==> config.mk <==
export PLATFORM = sky130hd
export DESIGN_NAME = ram_param
export DESIGN_NICKNAME = d
export VERILOG_FILES = /design/src/rtl/ram_pkg.sv /design/src/rtl/ram_array.sv /design/src/rtl/ram_param.sv
export SDC_FILE = /design/constraint.sdc
export NUM_CORES = 1
export LEC_CHECK = 0
export CAP_MARGIN = 20
export CORE_ASPECT_RATIO = 1.25
export CORE_MARGIN = 1
export CORE_UTILIZATION = 57
export DETAILED_ROUTE_END_ITERATION = 10
export DONT_BUFFER_PORTS = 1
export HOLD_SLACK_MARGIN = 0.1
export PLACE_DENSITY = 0.84
export SETUP_SLACK_MARGIN = 0.02
export SLEW_MARGIN = 20
export SYNTH_ARGS = -nofsm -noshare
export SYNTH_HDL_FRONTEND = slang
export SYNTH_SLANG_ARGS = --single-unit
==> constraint.sdc <==
create_clock -name clk -period 2.85 [get_ports clk]
set_input_delay 0.57 -clock clk [delete_from_list [all_inputs] [get_ports clk]]
set_output_delay 0.57 -clock clk [all_outputs]
set_load 0.01 [all_outputs]
==> src/rtl/ram_pkg.sv <==
// Shared types and default sizes for the parametrised RAM block.
package ram_pkg;

  typedef enum logic {
    IDLE  = 1'b0,
    CLEAR = 1'b1
  } state_e;

  localparam int RAM_WIDTH  = 16;
  localparam int RAM_ADDR_W = 6;

endpackage

==> src/rtl/ram_array.sv <==
// Reset-free storage: one write port and one registered, read-first read port.
module ram_array
  import ram_pkg::*;
#(
  parameter int WIDTH  = RAM_WIDTH,
  parameter int ADDR_W = RAM_ADDR_W
) (
  input  logic              clk,
  input  logic              we,
  input  logic [ADDR_W-1:0] waddr,
  input  logic [WIDTH-1:0]  wdata,
  input  logic              re,
  input  logic [ADDR_W-1:0] raddr,
  output logic [WIDTH-1:0]  rdata
);

  localparam int DEPTH = 2 ** ADDR_W;

  logic [WIDTH-1:0] mem [DEPTH];
  logic [WIDTH-1:0] rdata_q;

  // Non-blocking read and write in one process: a same-address read sees the old word.
  always_ff @(posedge clk) begin
    if (we) begin
      mem[waddr] <= wdata;
    end
    if (re) begin
      rdata_q <= mem[raddr];
    end
  end

  assign rdata = rdata_q;

endmodule

==> src/rtl/ram_param.sv <==
// WIDTH x 2**ADDR_W RAM with registered read, read-valid strobe and a zero-fill sweep engine.
module ram_param
  import ram_pkg::*;
#(
  parameter int WIDTH          = RAM_WIDTH,
  parameter int ADDR_W         = RAM_ADDR_W,
  parameter bit CLEAR_ON_RESET = 1'b1
) (
  input  logic              clk,
  input  logic              reset,
  input  logic [WIDTH-1:0]  in,
  input  logic [ADDR_W-1:0] address,
  input  logic              load,
  input  logic              rd_en,
  input  logic              clear,
  output logic [WIDTH-1:0]  out,
  output logic              out_valid,
  output logic              busy
);

  localparam logic [ADDR_W-1:0] LAST_ADDR = '1;
  localparam state_e            RST_STATE = CLEAR_ON_RESET ? CLEAR : IDLE;

  state_e            state_q, state_d;
  logic [ADDR_W-1:0] clr_addr_q, clr_addr_d;
  logic              vld_q, vld_d;
  logic              rd_seen_q, rd_seen_d;

  logic              we;
  logic [ADDR_W-1:0] waddr;
  logic [WIDTH-1:0]  wdata;
  logic              re;
  logic [WIDTH-1:0]  rdata;

  always_comb begin
    state_d    = state_q;
    clr_addr_d = clr_addr_q;
    vld_d      = 1'b0;
    rd_seen_d  = rd_seen_q;
    we         = 1'b0;
    waddr      = address;
    wdata      = in;
    re         = 1'b0;
    case (state_q)
      IDLE: begin
        if (clear) begin
          state_d    = CLEAR;
          clr_addr_d = '0;
        end else begin
          we    = load;
          re    = rd_en;
          vld_d = rd_en;
          if (rd_en) begin
            rd_seen_d = 1'b1;
          end
        end
      end
      CLEAR: begin
        we    = 1'b1;
        waddr = clr_addr_q;
        wdata = '0;
        // Leave on the last word rather than wrapping, so a sweep never repeats.
        if (clr_addr_q == LAST_ADDR) begin
          state_d = IDLE;
        end else begin
          clr_addr_d = clr_addr_q + 1'b1;
        end
      end
      default: state_d = IDLE;
    endcase
  end

  always_ff @(posedge clk or posedge reset) begin
    if (reset) begin
      state_q    <= RST_STATE;
      clr_addr_q <= '0;
      vld_q      <= 1'b0;
      rd_seen_q  <= 1'b0;
    end else begin
      state_q    <= state_d;
      clr_addr_q <= clr_addr_d;
      vld_q      <= vld_d;
      rd_seen_q  <= rd_seen_d;
    end
  end

  ram_array #(
    .WIDTH (WIDTH),
    .ADDR_W(ADDR_W)
  ) u_array (
    .clk  (clk),
    .we   (we),
    .waddr(waddr),
    .wdata(wdata),
    .re   (re),
    .raddr(address),
    .rdata(rdata)
  );

  // The read register has no reset; out reads as zero until a read lands after reset.
  assign out       = rd_seen_q ? rdata : '0;
  assign out_valid = vld_q;
  assign busy      = (state_q == CLEAR);

endmodule

Word level (Yosys, flattened, before mapping)

Memory sizes are Yosys's and may differ from the RTL's. A register that Yosys moved wholly into a read port is not among the register bits.
Cells that the tools add are included.

Add/subtract/negate cells: 1
Multiply operators: 0
Div/mod/pow operators: 0
Magnitude comparators: 0
Eq/ne operators: 3
Shift-type cells: 0
Mux-type cells: 15
Bitwise logic cells: 2
Reduce and logical (&&, ||, !) cells: 2

Operator list:

| operator                                                       | count |
|---|---|
| 16-bit 2-to-1 mux                                              | 2 |
| 6-bit 2-to-1 mux                                               | 3 |
| 6-bit one-hot mux with 2 select lines                          | 1 |
| 1-bit 2-to-1 mux                                               | 7 |
| 6-bit by 1-bit adder with 6-bit output (second input constant) | 1 |
| 6-bit == test (second input constant)                          | 1 |
| 2-bit != test (second input constant)                          | 2 |
| 1-bit one-hot mux with 2 select lines                          | 2 |
| 3-bit AND reduction                                            | 1 |
| 1-bit inverter                                                 | 2 |
| 2-bit AND reduction                                            | 1 |

Bits in registers: 9
Latch bits: 0
Memory bits (writable): 1024
Bits in read-only memories: 0
Input port bits: 27
Output and inout port bits: 18
Logic and storage cells: 28
Memories: 1

Memories:

| memory      | words | width | rd ports | clocked after memory_dff | write ports | line            | RTL |
|---|---|---|---|---|---|---|---|
| u_array.mem | 64    | 16    | 1        | 1                        | 1           | ram_array.sv:19 | `logic [WIDTH-1:0] mem [DEPTH];` |

Logic depth before layout (Yosys ltp)

Gate-level depths: netlist of the first run.

Depth after elaboration: 4
Depth in mapped cells: 11

By module

Synthesis of the first run repeated with hierarchy kept, for this count alone.

Cells, all modules: 1912
Area total of the unflattened synthesis: 40946.8 um2

Modules (own cells, without submodules):

| module    | instances | cells an instance | area an instance (um2) |
|---|---|---|---|
| ram_array | 1         | 1829              | 40202.3 |
| ram_param | 1         | 83                | 744.5 |

Least setup slack after synthesis of the first run

No wires, ideal clock.

Kind: register to register
Start point: reg state_q (netlist: busy)
End point: mem u_array.mem[0][0] (netlist name), data pin
Arrival: 2606 ps
Required time: 2336 ps
Path slack: -270 ps
Stages on the path, launching flop included: 5
Period minus slack after synthesis: 3120 ps
Path through: dfstp_2 clkbuf_1 clkbuf_1 clkbuf_1 nor2b_1

Word-level cells in the longest chain between the ends: 1

RTL lines:

| item                   | line            | RTL |
|---|---|---|
| from (decl)            | ram_param.sv:24 | `state_e state_q, state_d;` |
| from (signal assigned) | ram_param.sv:80 | `state_q <= state_d;` |
| 16-bit 2-to-1 mux      | ram_param.sv:44 | `case (state_q)` |
| net u_array.wdata[0]   | ram_array.sv:11 | `input logic [WIDTH-1:0] wdata,` |
| to (decl)              | ram_array.sv:19 |  |

The timed path passes the listed nets, and every way through them passes these cells.

Worst setup path after layout of the first run

Start point: reg state_q (netlist: busy)
End point: mem u_array.mem[4][6] (netlist name), enable pin

Word-level cells in the longest chain between the ends: 4

RTL lines:

| item                                   | line            | RTL |
|---|---|---|
| 1-bit inverter (no line)               | -               |  |
| 1-bit one-hot mux with 2 select lines  | ram_param.sv:44 |  |
| 1-bit 2-to-1 mux                       | ram_array.sv:24 | `if (we) begin` |
| 1-bit 2-to-1 mux (not written as such) | ram_array.sv:25 | `mem[waddr] <= wdata;` |

Several ways; a longest one is shown, not always the timed one.

==> impl_metrics.toml, run 1 <==
[outcome]
outcome = "complete, no violations"

[clock_tree]
post_cts_buffers = 0
cts_buffers = 96
cts_tree = "built"
h-tree-depth = 3
cts_buffer_depth = 3
clock_sinks = 1049
clock_latency_ps = 660
cts.clk_slew.worst_paths_ps = 70
cts_root_buffer = "clkbuf_16"

[place]
io_buffers = 0
post-dp-hpwl_um = 55400
gp_congestion = 0.910
placed_cell_area_um2 = 42500
place_ws_ps = 68.0

[yosys]
syn-num-nets = 1975
postSynthCellCount = 1947
synthArstFlopShare_pct = 0.858
synthSimpleGateAreaFrac_pct = 3.73
avgSynthCellArea_um2 = 21.0
synth_top_family_by_area = "multiplexers"
yosys.area_share.xor_xnor_pct = 0.0214
ys_seq_area_share_pct = 77.0
yosys-mux-area-fraction_pct = 14.1
synth_edf_count = 1040
synth-seq-cells = 1049
synth_compound_area_share_pct = 3.38
yosysUniqueCellTypes = 69
ys_warn_count = 0
netlist_area_um2 = 40800
synthAdderAreaFrac_pct = 0.0306
synth_ff_type = "edfxtp_1"

[global_routing]
gr-total-overflow = 0
grt.busiest_layer = "met2"
grt_max_degree = 271
grt.total_usage_pct = 28.8
grt_pass1_vias = 21300
use_met2_pct = 47.8
globalRouteMet1Util_pct = 35.5
use_met3_pct = 6.01
grt_pass1_wl_um = 146000
antenna_found_initial = 4

[critical_path]
rrSetupSlack_ps = 300
r2r_cells = 5
crit_slowest_cell = "dfstp_2"
criticalPathCategory = "register to register"
r2r_start = "busy$_DFF_PP1_"
crit_path_start_kind = "register"
crit_end = "u_array.mem[4][6]$_DFFE_PP_"
endpoint_kind = "register"
slowest_delay_ps = 820
crit_start = "busy$_DFF_PP1_"
crit_fanout = 28
arrival_ps = 2880
cp.required_ps = 3190
reg2reg_to = "u_array.mem[4][6]$_DFFE_PP_"
cp_cell_sequence = "inv_1 -> o31ai_1 -> nand2_1 -> nor2_1 -> buf_4"

[timing]
hold_viol = 0
final_max_slew_viol_count = 0
min_period_ps = 2550
rsz0062_at_grt = "false"
setup_ws_ps = 304
finalSetupViolations = 0
clock_skew_ps = 39.0
tightestPinTransition_ps = 1110
maxSlewHeadroom_pct = 26.3
max_freq_ghz = 0.393
hold_ws_ps = 151
post-route-period-util_pct = 89.3

[floorplan]
die_h_um = 301
initial_core_util_pct = 57.7
die_w_um = 241
die_area_um2 = 72700
rows = 109
pin_count = 45
core_um2 = 70800

[drt]
avgViaCountPerCell = 6.86
dr.first_iter.drc_count = 2992
drt_wl_total_um = 102000
num_vias = 21200
ant_nets = 0
avgRoutedWirePerCell_um = 33.2
drc = 0
drtPass1Iterations = 6

[power_and_ir_drop]
vdd_drop_max_mv = 0.561
p_total_mw = 35.2
leakage_nw = 14.8
powerDensity_nw_per_um2 = 772

[finish]
n_antenna_cell = 0
drive_above_1_share_pct = 24.9
layout_common_cells = "edfxtp_1, mux4_2, buf_4, clkbuf_16, nor2_1"
final_common_cell = "edfxtp_1"
areaGrowthSynthToFinish_pct = 11.6
final_area_um2 = 45600
nets = 2093
fill_cells = 4281

[job]
maxCapViolCount = 0

[hold_path]
worstHoldPathType = "primary input to register"
min_from = "address[5]"
-- repair_timing --
item                       in CTS  in global routing
hold buffers                    1                  0
gates resized for setup         0                  1
setup endpoints to repair       0                 25
hold endpoints to repair        8                  0
-- final cells by class --
class,count,area [µm²],share of cell area (%)
Clock inverter,55,499,1.10
Tap cell,943,1180,2.59
Timing Repair Buffer,128,1030,2.25
Multi-Input combinational cell,785,8790,19.3
Inverter,5,18.8,0.0412
Sequential cell,1049,31500,69.0
Clock buffer,117,2600,5.70
-- sequential cells by signal, indices dropped and copies added (netlist names) --
signal         count
busy               1
clr_addr_q         6
out_valid          1
rd_seen_q          1
u_array.mem     1024
u_array.rdata     16
-- cell usage after synthesis (all sizes together) (5+ instances only) --
| master | count | share of area (%) |
|---|---|---|
| a21oi | 5 | 0.061 |
| a22oi | 43 | 0.79 |
| a211o | 12 | 0.26 |
| o22ai | 19 | 0.29 |
| a211oi | 21 | 0.39 |
| edfxtp | 1040 | 76 |
| buf | 76 | 1.4 |
| nand2b | 9 | 0.14 |
| mux2 | 25 | 0.69 |
| nor2 | 99 | 0.91 |
| nand4 | 11 | 0.17 |
| o31a | 5 | 0.11 |
| or4 | 10 | 0.18 |
| clkbuf | 32 | 0.30 |
| a221oi | 5 | 0.12 |
| nor3 | 9 | 0.11 |
| a21boi | 10 | 0.18 |
| o221ai | 14 | 0.30 |
| or3 | 11 | 0.17 |
| dfrtp | 8 | 0.49 |
| nand3b | 6 | 0.11 |
| mux2i | 46 | 1.1 |
| nand3 | 9 | 0.11 |
| nor2b | 32 | 0.49 |
| nand2 | 79 | 0.73 |
| and2 | 18 | 0.28 |
| mux4 | 222 | 12 |
| o21ai | 17 | 0.22 |
-- kinds of logic after synthesis --
kind of cell | count (synthesis)
AOI/OAI and AO/OA | 183
xor gates and xnor gates | 1
adders and majority gates | 1
buffers and inverters | 113
DFF | 1049
muxes | 293
and+or+nand+nor | 307
-- layer usage --
metal	up-vias	routed length, µm
li1	8341	-
met1	10800	33500
met2	1612	51700
met3	371	10400
met4	6	6550
met5	-	41
-- how the worst min path moves through the flow --
stage                                      end  slack [ps]  depth (start not counted)
floorplan            clr_addr_q[0]$_DFFE_PP0P_         400                          1
global placement           out_valid$_DFF_PP0_         520                          1
detailed placement         out_valid$_DFF_PP0_         530                          1
CTS                 u_array.rdata[4]$_DFFE_PP_         110                          1
global route        u_array.rdata[1]$_DFFE_PP_         130                          1
finish              u_array.rdata[1]$_DFFE_PP_         150                          1
-- power breakdown --
group          leakage (nW)  total [mW]  internal, mW  switching [mW]
logic                  3.54        3.67          1.21            2.45
clock network          1.51        12.8          7.20            5.57
registers              9.76        18.7          18.3           0.428
total                  14.8        35.2          26.7            8.45
-- critical path, delay by kind of cell, from the launching register on --
kind / cells / cell delay (ps)
AOI/OAI and AO/OA: 1 / 290
buffers and inverters: 2 / 440
DFF: 1 / 820
and+or+nand+nor: 2 / 660
-- metrics by stage --
| stage | util (%) | setup TNS [ps] | cells |
|---|---|---|---|
| 6_report | 64.4 | 0 | 3082 |
| 5_1_grt | 64.4 | 0 | 3082 |
| 4_1_cts | 64.4 | 0 | 3082 |
| 3_5_place_dp | 60.0 | 0 | 2909 |
| 3_3_place_gp | 60.0 | 0 | 2909 |
| 2_1_floorplan | - | -451960 | 1947 |
No activity file was read; power rests on OpenSTA's default activity.
==> inputs of run 2 (changes only) <==
--- a/config.mk
+++ b/config.mk
@@ -6,13 +6,15 @@
 export NUM_CORES = 1
 export LEC_CHECK = 0
 export CAP_MARGIN = 20
-export CORE_ASPECT_RATIO = 1.25
+export CELL_PAD_IN_SITES_DETAIL_PLACEMENT = 1
+export CELL_PAD_IN_SITES_GLOBAL_PLACEMENT = 1
 export CORE_MARGIN = 1
-export CORE_UTILIZATION = 57
+export CORE_UTILIZATION = 51
+export CTS_CLUSTER_SIZE = 8
 export DETAILED_ROUTE_END_ITERATION = 10
 export DONT_BUFFER_PORTS = 1
 export HOLD_SLACK_MARGIN = 0.1
-export PLACE_DENSITY = 0.84
+export PLACE_DENSITY = 0.85
 export SETUP_SLACK_MARGIN = 0.02
 export SLEW_MARGIN = 20
 export SYNTH_ARGS = -nofsm -noshare
==> impl_metrics.toml, run 2 (synthesis results as in run 1) <==
[finish]
fill_cells = 6527
largest_register = "u_array.mem"
nets = 2131
utilization_pct = 59.2
areaGrowthSynthToFinish_pct = 14.6
final_common_cell = "edfxtp_1"
drive_above_1_share_pct = 25.8
layout.cells.non_filler = 3186
final_area_um2 = 46800
layout_common_cells = "edfxtp_1, mux4_2, clkbuf_16, nor2_1, buf_4"
largest_reg_flops = 1024

[critical_path]
crit_end = "u_array.mem[52][15]$_DFFE_PP_"
cp.required_ps = 3260
rrSetupSlack_ps = 20
slowest_delay_ps = 840
crit_start = "busy$_DFF_PP1_"
worst-path-stages = 5
path_delay_family = "flip-flops"
crit_fanout = 25
crit_path_start_kind = "register"
r2r_start = "busy$_DFF_PP1_"
criticalPathCategory = "register to register"
reg2reg_to = "u_array.mem[52][15]$_DFFE_PP_"
crit_slowest_cell = "dfstp_2"
critPathBufInv = 2
cp_cell_sequence = "inv_1 -> o21ai_2 -> nand3_1 -> nor2_2 -> buf_4"
endpoint_kind = "register"
arrival_ps = 3240
r2r_cells = 5

[place]
placed_cell_area_um2 = 42800
io_buffers = 0
gp_congestion = 0.885
placed_cells = 3000
post-dp-hpwl_um = 62700

[clock_tree]
cts_tree = "built"
cts_buffers = 149
cts.clk_slew.worst_paths_ps = 50
cts_buffer_depth = 3
h-tree-depth = 4
cts_root_buffer = "clkbuf_16"
post_cts_buffers = 0
clock_latency_ps = 740
clock_sinks = 1049

[floorplan]
die_h_um = 285
die_w_um = 285
pin_count = 45
core_um2 = 79100
initial_core_util_pct = 51.6
rows = 103
die_area_um2 = 81200

[timing]
maxSlewHeadroom_pct = 11.0
hold_viol = 0
hold_ws_ps = 143
clock_skew_ps = 34.0
max_freq_ghz = 0.353
min_period_ps = 2830
rsz0062_at_grt = "true"
finalSetupViolations = 0
post-route-period-util_pct = 99.4
tightestPinTransition_ps = 1330
final_max_slew_viol_count = 0

[drt]
ant_nets = 0
drtPass1Iterations = 6
avgViaCountPerCell = 7.00
num_vias = 22300
drt_wl_total_um = 119000
dr.first_iter.drc_count = 3644
drc = 0
avgRoutedWirePerCell_um = 37.2

[global_routing]
grt_pass1_wl_um = 170000
grt_pass1_vias = 23100
gr-total-overflow = 0
grt.total_usage_pct = 29.6
antenna_found_initial = 9
grt_max_degree = 271

[power_and_ir_drop]
leakage_nw = 15.3
vdd_drop_max_mv = 0.533
powerDensity_nw_per_um2 = 827
p_total_mw = 38.7

[outcome]
outcome = "complete, no violations"

[hold_path]
worstHoldPathType = "primary input to register"

[job]
maxCapViolCount = 0
==> run 2: cell types whose count changed in the layout (fill, tap and decap cells not counted), moves of 4 or more <==
cell        change
clkinvlp_4      -5
clkinv_2       -15
clkbuf_16      +53
inv_6           +4
buf_4          -38
buf_12         +22
clkinv_1       -21
bufinv_16       -8
diode_2         +4
==> run 2: metrics by stage <==
| step | worst slack (ps) | TNS, ps |
|---|---|---|
| floorplan | -270 | -451960 |
| global placement | -29.7 | -43.3 |
| detailed placement | -76.3 | -136 |
| CTS | 119 | 0 |
| global route | -37.1 | -804 |
| finish | 16.8 | 0 |
==> run 2: what timing repair did <==
item                                    CTS  global route
resized for setup                         0             6
endpoints found under the setup margin    0           112
hold buffers                              2             0
hold endpoints to repair                 12             0
==> run 2: area by class of cell <==
type / count / area, µm² / share of cell area (%)
inverter: 5 / 18.8 / 0.0401
sequential: 1049 / 31500 / 67.2
tap: 1050 / 1310 / 2.81
timing repair buffer: 113 / 1190 / 2.54
clock inverter: 11 / 126 / 0.270
clock buffer: 169 / 3890 / 8.31
multi-input combinational: 785 / 8810 / 18.8
antenna: 4 / 10.0 / 0.0214
==> run 2: worst min-delay path by stage <==
stage | depth (start not counted) | end | slack (ps) | startpoint
floorplan | 1 | clr_addr_q[0]$_DFFE_PP0P_ | 400 | reset
global placement | 1 | out_valid$_DFF_PP0_ | 430 | reset
detailed placement | 1 | out_valid$_DFF_PP0_ | 490 | reset
CTS | 1 | u_array.rdata[6]$_DFFE_PP_ | 100 | address[5]
global route | 1 | u_array.rdata[6]$_DFFE_PP_ | 110 | address[5]
finish | 1 | u_array.rdata[6]$_DFFE_PP_ | 140 | address[5]
==> run 2: power breakdown <==
part / switching, mW / internal (mW) / total (mW)
combinational: 2.65 / 1.26 / 3.91
clock: 6.44 / 9.50 / 15.9
sequential: 0.536 / 18.3 / 18.9
total: 9.62 / 29.1 / 38.7
==> run 2: metal layers <==
layer	vias up	share of wire, %	global-route usage [%]
met5	-	0.067	0
met2	1951	48	46.8
met1	11600	36	39.3
li1	8363	-	-
met4	12	5.0	14.3
met3	364	11	6.96
